### config.mk
export PLATFORM = sky130hd
export DESIGN_NAME = spi_slave_param
export DESIGN_NICKNAME = d
export VERILOG_FILES = /design/src/rtl/spi_slave_param.sv
export SDC_FILE = /design/constraint.sdc
export NUM_CORES = 1
export LEC_CHECK = 0
export BUFFER_PORTS_ARGS = -buffer_cell sky130_fd_sc_hd__buf_4
export CORE_MARGIN = 2
export CORE_UTILIZATION = 40
export DETAILED_ROUTE_END_ITERATION = 10
export GPL_TIMING_DRIVEN = 0
export PLACE_DENSITY = 0.59
export SKIP_CTS_REPAIR_TIMING = 1
export SYNTH_ARGS = -nofsm -noshare
export SYNTH_HDL_FRONTEND = slang
export SYNTH_SLANG_ARGS = --single-unit
### constraint.sdc
create_clock -name CLK -period 2.2 [get_ports CLK]
set_clock_uncertainty 0.2 [all_clocks]
set_input_delay 0 -clock CLK [delete_from_list [all_inputs] [get_ports CLK]]
set_output_delay 0 -clock CLK [all_outputs]
set_load 0.1 [all_outputs]
### src/rtl/spi_slave_param.sv
// SPI slave, parameterised frame width / CPOL / CPHA / bit order, sampled in the CLK domain.
// Latency: SCK/MOSI/CSbar see 2-flop sync + 1 edge-detect cycle; RX_VALID the cycle after the last sample edge.
// Backpressure: none on the SPI side; TX_READY gates TX_LOAD (loads while full are dropped).
// Build option: define SPI_SLAVE_MISO_TRISTATE_EN to float MISO (1'bz) outside ACTIVE, else it drives 0.
module spi_slave_param #(
  parameter int WIDTH     = 16,
  parameter int CPOL      = 0,
  parameter int CPHA      = 0,
  parameter int MSB_FIRST = 1
) (
  input  logic             CLK,
  input  logic             RST,
  input  logic             SCK,
  input  logic             MOSI,
  input  logic             CSbar,
  output logic             MISO,
  input  logic [WIDTH-1:0] TX_DATA,
  input  logic             TX_LOAD,
  output logic             TX_READY,
  output logic [WIDTH-1:0] RX_DATA,
  output logic             RX_VALID,
  output logic             BUSY
);

  localparam int   CW       = $clog2(WIDTH + 1);
  localparam logic CPOL_LVL = (CPOL != 0);

  typedef enum logic [1:0] {IDLE, ACTIVE, DONE} state_t;

  state_t           state, state_nxt;
  logic [2:0]       sck_sync;
  logic [1:0]       cs_sync;
  logic [1:0]       mosi_sync;
  logic             sck_rise, sck_fall, lead_edge, trail_edge;
  logic             sample_edge, shift_edge;
  logic             cs_high, mosi_s, start, last_bit, drive_en;
  logic [WIDTH-1:0] hold, tx_shift, rx_shift, rx_next, start_word;
  logic             hold_empty, miso_bit;
  logic [CW-1:0]    bit_cnt;

  // First bit to leave the shifter for the configured bit order
  function automatic logic head(input logic [WIDTH-1:0] w);
    return (MSB_FIRST != 0) ? w[WIDTH-1] : w[0];
  endfunction

  // Shifter contents once the head bit has been consumed
  function automatic logic [WIDTH-1:0] adv(input logic [WIDTH-1:0] w);
    return (MSB_FIRST != 0) ? (w << 1) : (w >> 1);
  endfunction

  // Synchronisers; SCK keeps a third stage so edges are seen on the synchronised level
  always_ff @(posedge CLK) begin
    if (RST) begin
      sck_sync  <= {3{CPOL_LVL}};
      cs_sync   <= 2'b11;
      mosi_sync <= 2'b00;
    end else begin
      sck_sync  <= {sck_sync[1:0], SCK};
      cs_sync   <= {cs_sync[0], CSbar};
      mosi_sync <= {mosi_sync[0], MOSI};
    end
  end

  assign sck_rise    = sck_sync[1] & ~sck_sync[2];
  assign sck_fall    = ~sck_sync[1] & sck_sync[2];
  assign lead_edge   = CPOL_LVL ? sck_fall : sck_rise;
  assign trail_edge  = CPOL_LVL ? sck_rise : sck_fall;
  assign sample_edge = (CPHA != 0) ? trail_edge : lead_edge;
  assign shift_edge  = (CPHA != 0) ? lead_edge : trail_edge;
  assign cs_high     = cs_sync[1];
  assign mosi_s      = mosi_sync[1];
  assign start       = (state == IDLE) && !cs_high;
  assign last_bit    = (bit_cnt == CW'(WIDTH - 1));
  assign start_word  = hold_empty ? '0 : hold;
  assign rx_next     = (MSB_FIRST != 0) ? {rx_shift[WIDTH-2:0], mosi_s}
                                        : {mosi_s, rx_shift[WIDTH-1:1]};

  // FSM state register
  always_ff @(posedge CLK) begin
    if (RST) state <= IDLE;
    else     state <= state_nxt;
  end

  // FSM next state: chip select governs entry/exit, last sample closes the frame
  always_comb begin
    state_nxt = state;
    case (state)
      IDLE:    if (!cs_high) state_nxt = ACTIVE;
      ACTIVE:  if (cs_high) state_nxt = IDLE;
               else if (sample_edge && last_bit) state_nxt = DONE;
      DONE:    if (cs_high) state_nxt = IDLE;
      default: state_nxt = IDLE;
    endcase
  end

  // FSM outputs: busy while selected, MISO only driven mid-frame
  always_comb begin
    BUSY     = (state != IDLE);
    drive_en = (state == ACTIVE);
  end

  // Datapath: holding register, TX/RX shifters, bit counter, RX word and strobe
  always_ff @(posedge CLK) begin
    if (RST) begin
      hold       <= '0;
      hold_empty <= 1'b1;
      tx_shift   <= '0;
      miso_bit   <= 1'b0;
      rx_shift   <= '0;
      RX_DATA    <= '0;
      RX_VALID   <= 1'b0;
      bit_cnt    <= '0;
    end else begin
      RX_VALID <= 1'b0;
      if (start) begin
        // CPHA=0 presents bit 0 immediately; CPHA=1 waits for the first shift edge
        if (CPHA != 0) begin
          tx_shift <= start_word;
          miso_bit <= 1'b0;
        end else begin
          tx_shift <= adv(start_word);
          miso_bit <= head(start_word);
        end
        rx_shift   <= '0;
        bit_cnt    <= '0;
        hold_empty <= 1'b1;
      end else if (state == ACTIVE && !cs_high) begin
        if (shift_edge) begin
          miso_bit <= head(tx_shift);
          tx_shift <= adv(tx_shift);
        end
        if (sample_edge) begin
          rx_shift <= rx_next;
          bit_cnt  <= bit_cnt + CW'(1);
          if (last_bit) begin
            RX_DATA  <= rx_next;
            RX_VALID <= 1'b1;
          end
        end
      end
      // A load coinciding with frame start is kept for the following frame
      if (TX_LOAD && hold_empty) begin
        hold       <= TX_DATA;
        hold_empty <= 1'b0;
      end
    end
  end

  assign TX_READY = hold_empty;

`ifdef SPI_SLAVE_MISO_TRISTATE_EN
  assign MISO = drive_en ? miso_bit : 1'bz;
`else
  assign MISO = drive_en ? miso_bit : 1'b0;
`endif

endmodule
==> results.sh <==
export IMPL_status="finished, final reports clean"
export IMPL_area_delta_synth_final_pct=32.0
export IMPL_path_class="register to register"
export IMPL_hpwlAfterDp_um=4390
export IMPL_startpoint_type="register"
export IMPL_synth_edf_count=0
export IMPL_ir_worst_vdd_v=0.000461
export IMPL_tns_ns=0
export IMPL_p_per_area_nw_per_um2=758
export IMPL_fmax_mhz=497
export IMPL_drv_cap=0
export IMPL_port_buffers=41
export IMPL_synth_nets=369
export IMPL_cts_htree_levels=3
export IMPL_antenna_found_initial=0
export IMPL_rows=31
export IMPL_dr_pass1_iters=5
export IMPL_finalSetupViolations=0
export IMPL_ios=42
export IMPL_grt_overflow_total=0
export IMPL_p_leak_uw=0.00150
export IMPL_fp_dieW_um=89.4
export IMPL_drt_iter0_drc=73
export IMPL_initial_core_util_pct=40.8
export IMPL_synth_warnings=0
export IMPL_grt_first_pass_wirelength_um=10200
export IMPL_yosysSeqAreaShare_pct=54.3
export IMPL_grt_setup_unrepaired="no"
export IMPL_clock_latency_ns=0.36
export IMPL_clk_path_buf_depth=2
export IMPL_synth_xor_area_share_pct=0.902
export IMPL_layout_setup_ws_ns=0.188
export IMPL_yosys_area_share_simple_pct=25.5
export IMPL_grt_start_max_net_pins=16
export IMPL_tritoncts="done"
export IMPL_final_common_cell="nand2_1"
export IMPL_track_usage_pct=16.9
export IMPL_globalplace_congestion=0.769
export IMPL_synthesis_instances=345
export IMPL_synth_distinct_cells=38
export IMPL_wl_um=6610
export IMPL_diodes=0
export IMPL_ff2ff_setup_slack_ns=0.19
export IMPL_slew_headroom_pct=38.5
export IMPL_num_vias=2559
export IMPL_tightest_slew_ns=0.916
export IMPL_cts_num_sinks=79
export IMPL_core_area_um2=7140
export IMPL_post_route_period_util_pct=91.4
export IMPL_netlist_area_um2=2910
export IMPL_fp_dieH_um=89.4
export IMPL_worst_setup_path_end_kind="register"
export IMPL_synthMuxAreaShare_pct=0.343
export IMPL_slew_violations=0
export IMPL_synthArstFlopShare_pct=0
export IMPL_worstPathMaxFanout=10
export IMPL_ant_nets=0
export IMPL_dp_slack_ns=0.129
export IMPL_clk_pin_slew_ns=0.08
export IMPL_hold_viol=0
export IMPL_layout_min_cycle_time_ns=2.01
export IMPL_drc=0
export IMPL_mostFrequentLayoutCells="nand2_1 (97), dfxtp_1 (79), a21oi_1 (52)"
export IMPL_synth_adder_area_share_pct=0.859
export IMPL_ys_seq_elements=79
export IMPL_cp_data_required_time_ns=2.28
export IMPL_fillers=690
export IMPL_synth_compound_area_share_pct=14.0
export IMPL_ys_flop_type="dfxtp_1"
export IMPL_drive_gt1_share_pct=17.7
export IMPL_hp_class="input port to register"
export IMPL_syn_avg_cell_area_um2=8.45
export IMPL_cts_root_buf="clkbuf_8"
export IMPL_cts_buffers=9
export IMPL_die_area_um2=7980
export IMPL_synth_top_family_by_area="simple AND/OR/NAND/NOR gates"
export IMPL_grt_pass1_vias=2211
export IMPL_wl_per_cell_um=12.5
export IMPL_cp_arrival_ns=2.09
export IMPL_nNetsFinal=448
export IMPL_routed_via_density=4.85
[Yosys cell counts, types with 3 or more instances]
library cell	number	area, um^2
nand2_1	97	364
dfxtp_1	79	1580
a21oi_1	52	260
nor2_1	23	86.3
clkbuf_1	12	45.0
nor3_1	11	55.1
buf_2	7	35.0
nor2b_1	6	37.5
a222oi_1	5	50.1
a221oi_1	4	35.0
and3_1	4	25.0
nand2b_1	4	25.0
nor4_1	4	25.0
a211oi_1	3	22.5
nand3_1	3	15.0
or2_2	3	18.8
[report_power, final]
| part | total [uW] | switching (uW) | internal (uW) | leakage [uW] |
|---|---|---|---|---|
| Clock | 1230 | 571 | 654 | 0.000116 |
| Sequential | 1480 | 19.9 | 1460 | 0.000642 |
| Combinational | 207 | 110 | 97.1 | 0.000740 |
[cell families (layout without fill, tap and decap cells)]
kind of cell               after synthesis  in the layout
muxes                                    1              1
xor gates and xnor gates                 3              3
buffers and inverters                   25            109
adders and majority gates                2              2
and+or+nand+nor                        165            165
AOI/OAI and AO/OA                       70             70
DFF                                     79             79
[critical path, stage by stage (launching register included)]
cell	delay [ns]
dfxtp_1	0.31
buf_2	0.18
nor3_1	0.75
and3_1	0.27
a211oi_1	0.05
nor3_1	0.18
[path summary, 6_finish.rpt]
path | start | end | depth (start not counted)
setup reg to reg | state[1] | tx_shift[5] | 5
hold / removal | CSbar | cs_sync[0] | 3
hold reg to reg | cs_sync[0] | cs_sync[1] | 1
setup / recovery | state[1] | tx_shift[5] | 5
[through the flow]
step / cell area [um^2] / power (uW) / utilization [%] / cells / hold slack (ns)
after floorplan: 2910 / 1620 / - / 345 / -0.0962
after global placement: 3350 / 1680 / 46.9 / 485 / -0.0133
after detailed placement: 3350 / 1690 / 46.9 / 485 / -0.0106
after CTS: 3570 / 2900 / 50.1 / 501 / -0.387
after global routing: 3850 / 3030 / 53.9 / 528 / 0.171
final: 3850 / 2920 / 53.9 / 528 / 0.170
[sequential cells by signal, summed over array words and instances (netlist names)]
register,count
rx_shift,15
bit_cnt,5
hold,16
RX_DATA,16
miso_bit,1
RX_VALID,1
TX_READY,1
state,2
tx_shift,15
sck_sync,3
mosi_sync,2
cs_sync,2
[layer usage]
metal | global-route usage (%) | share of wire (%)
met1 | 20.1 | 46
met2 | 28.6 | 49
met3 | 5.72 | 3.8
met4 | 5.70 | 1.3
met5 | 0 | 0
[layout make-up]
type | instances | area, um^2 | area share (%)
clock buffer | 9 | 124 | 3.22
tap | 99 | 124 | 3.22
sequential | 79 | 1580 | 41.1
buffer | 23 | 111 | 2.89
clock inverter | 7 | 103 | 2.67
inverter | 2 | 7.51 | 0.195
timing repair buffer | 68 | 578 | 15.0
multi-input combinational | 241 | 1220 | 31.7
Power figures use the tool's default switching activity.
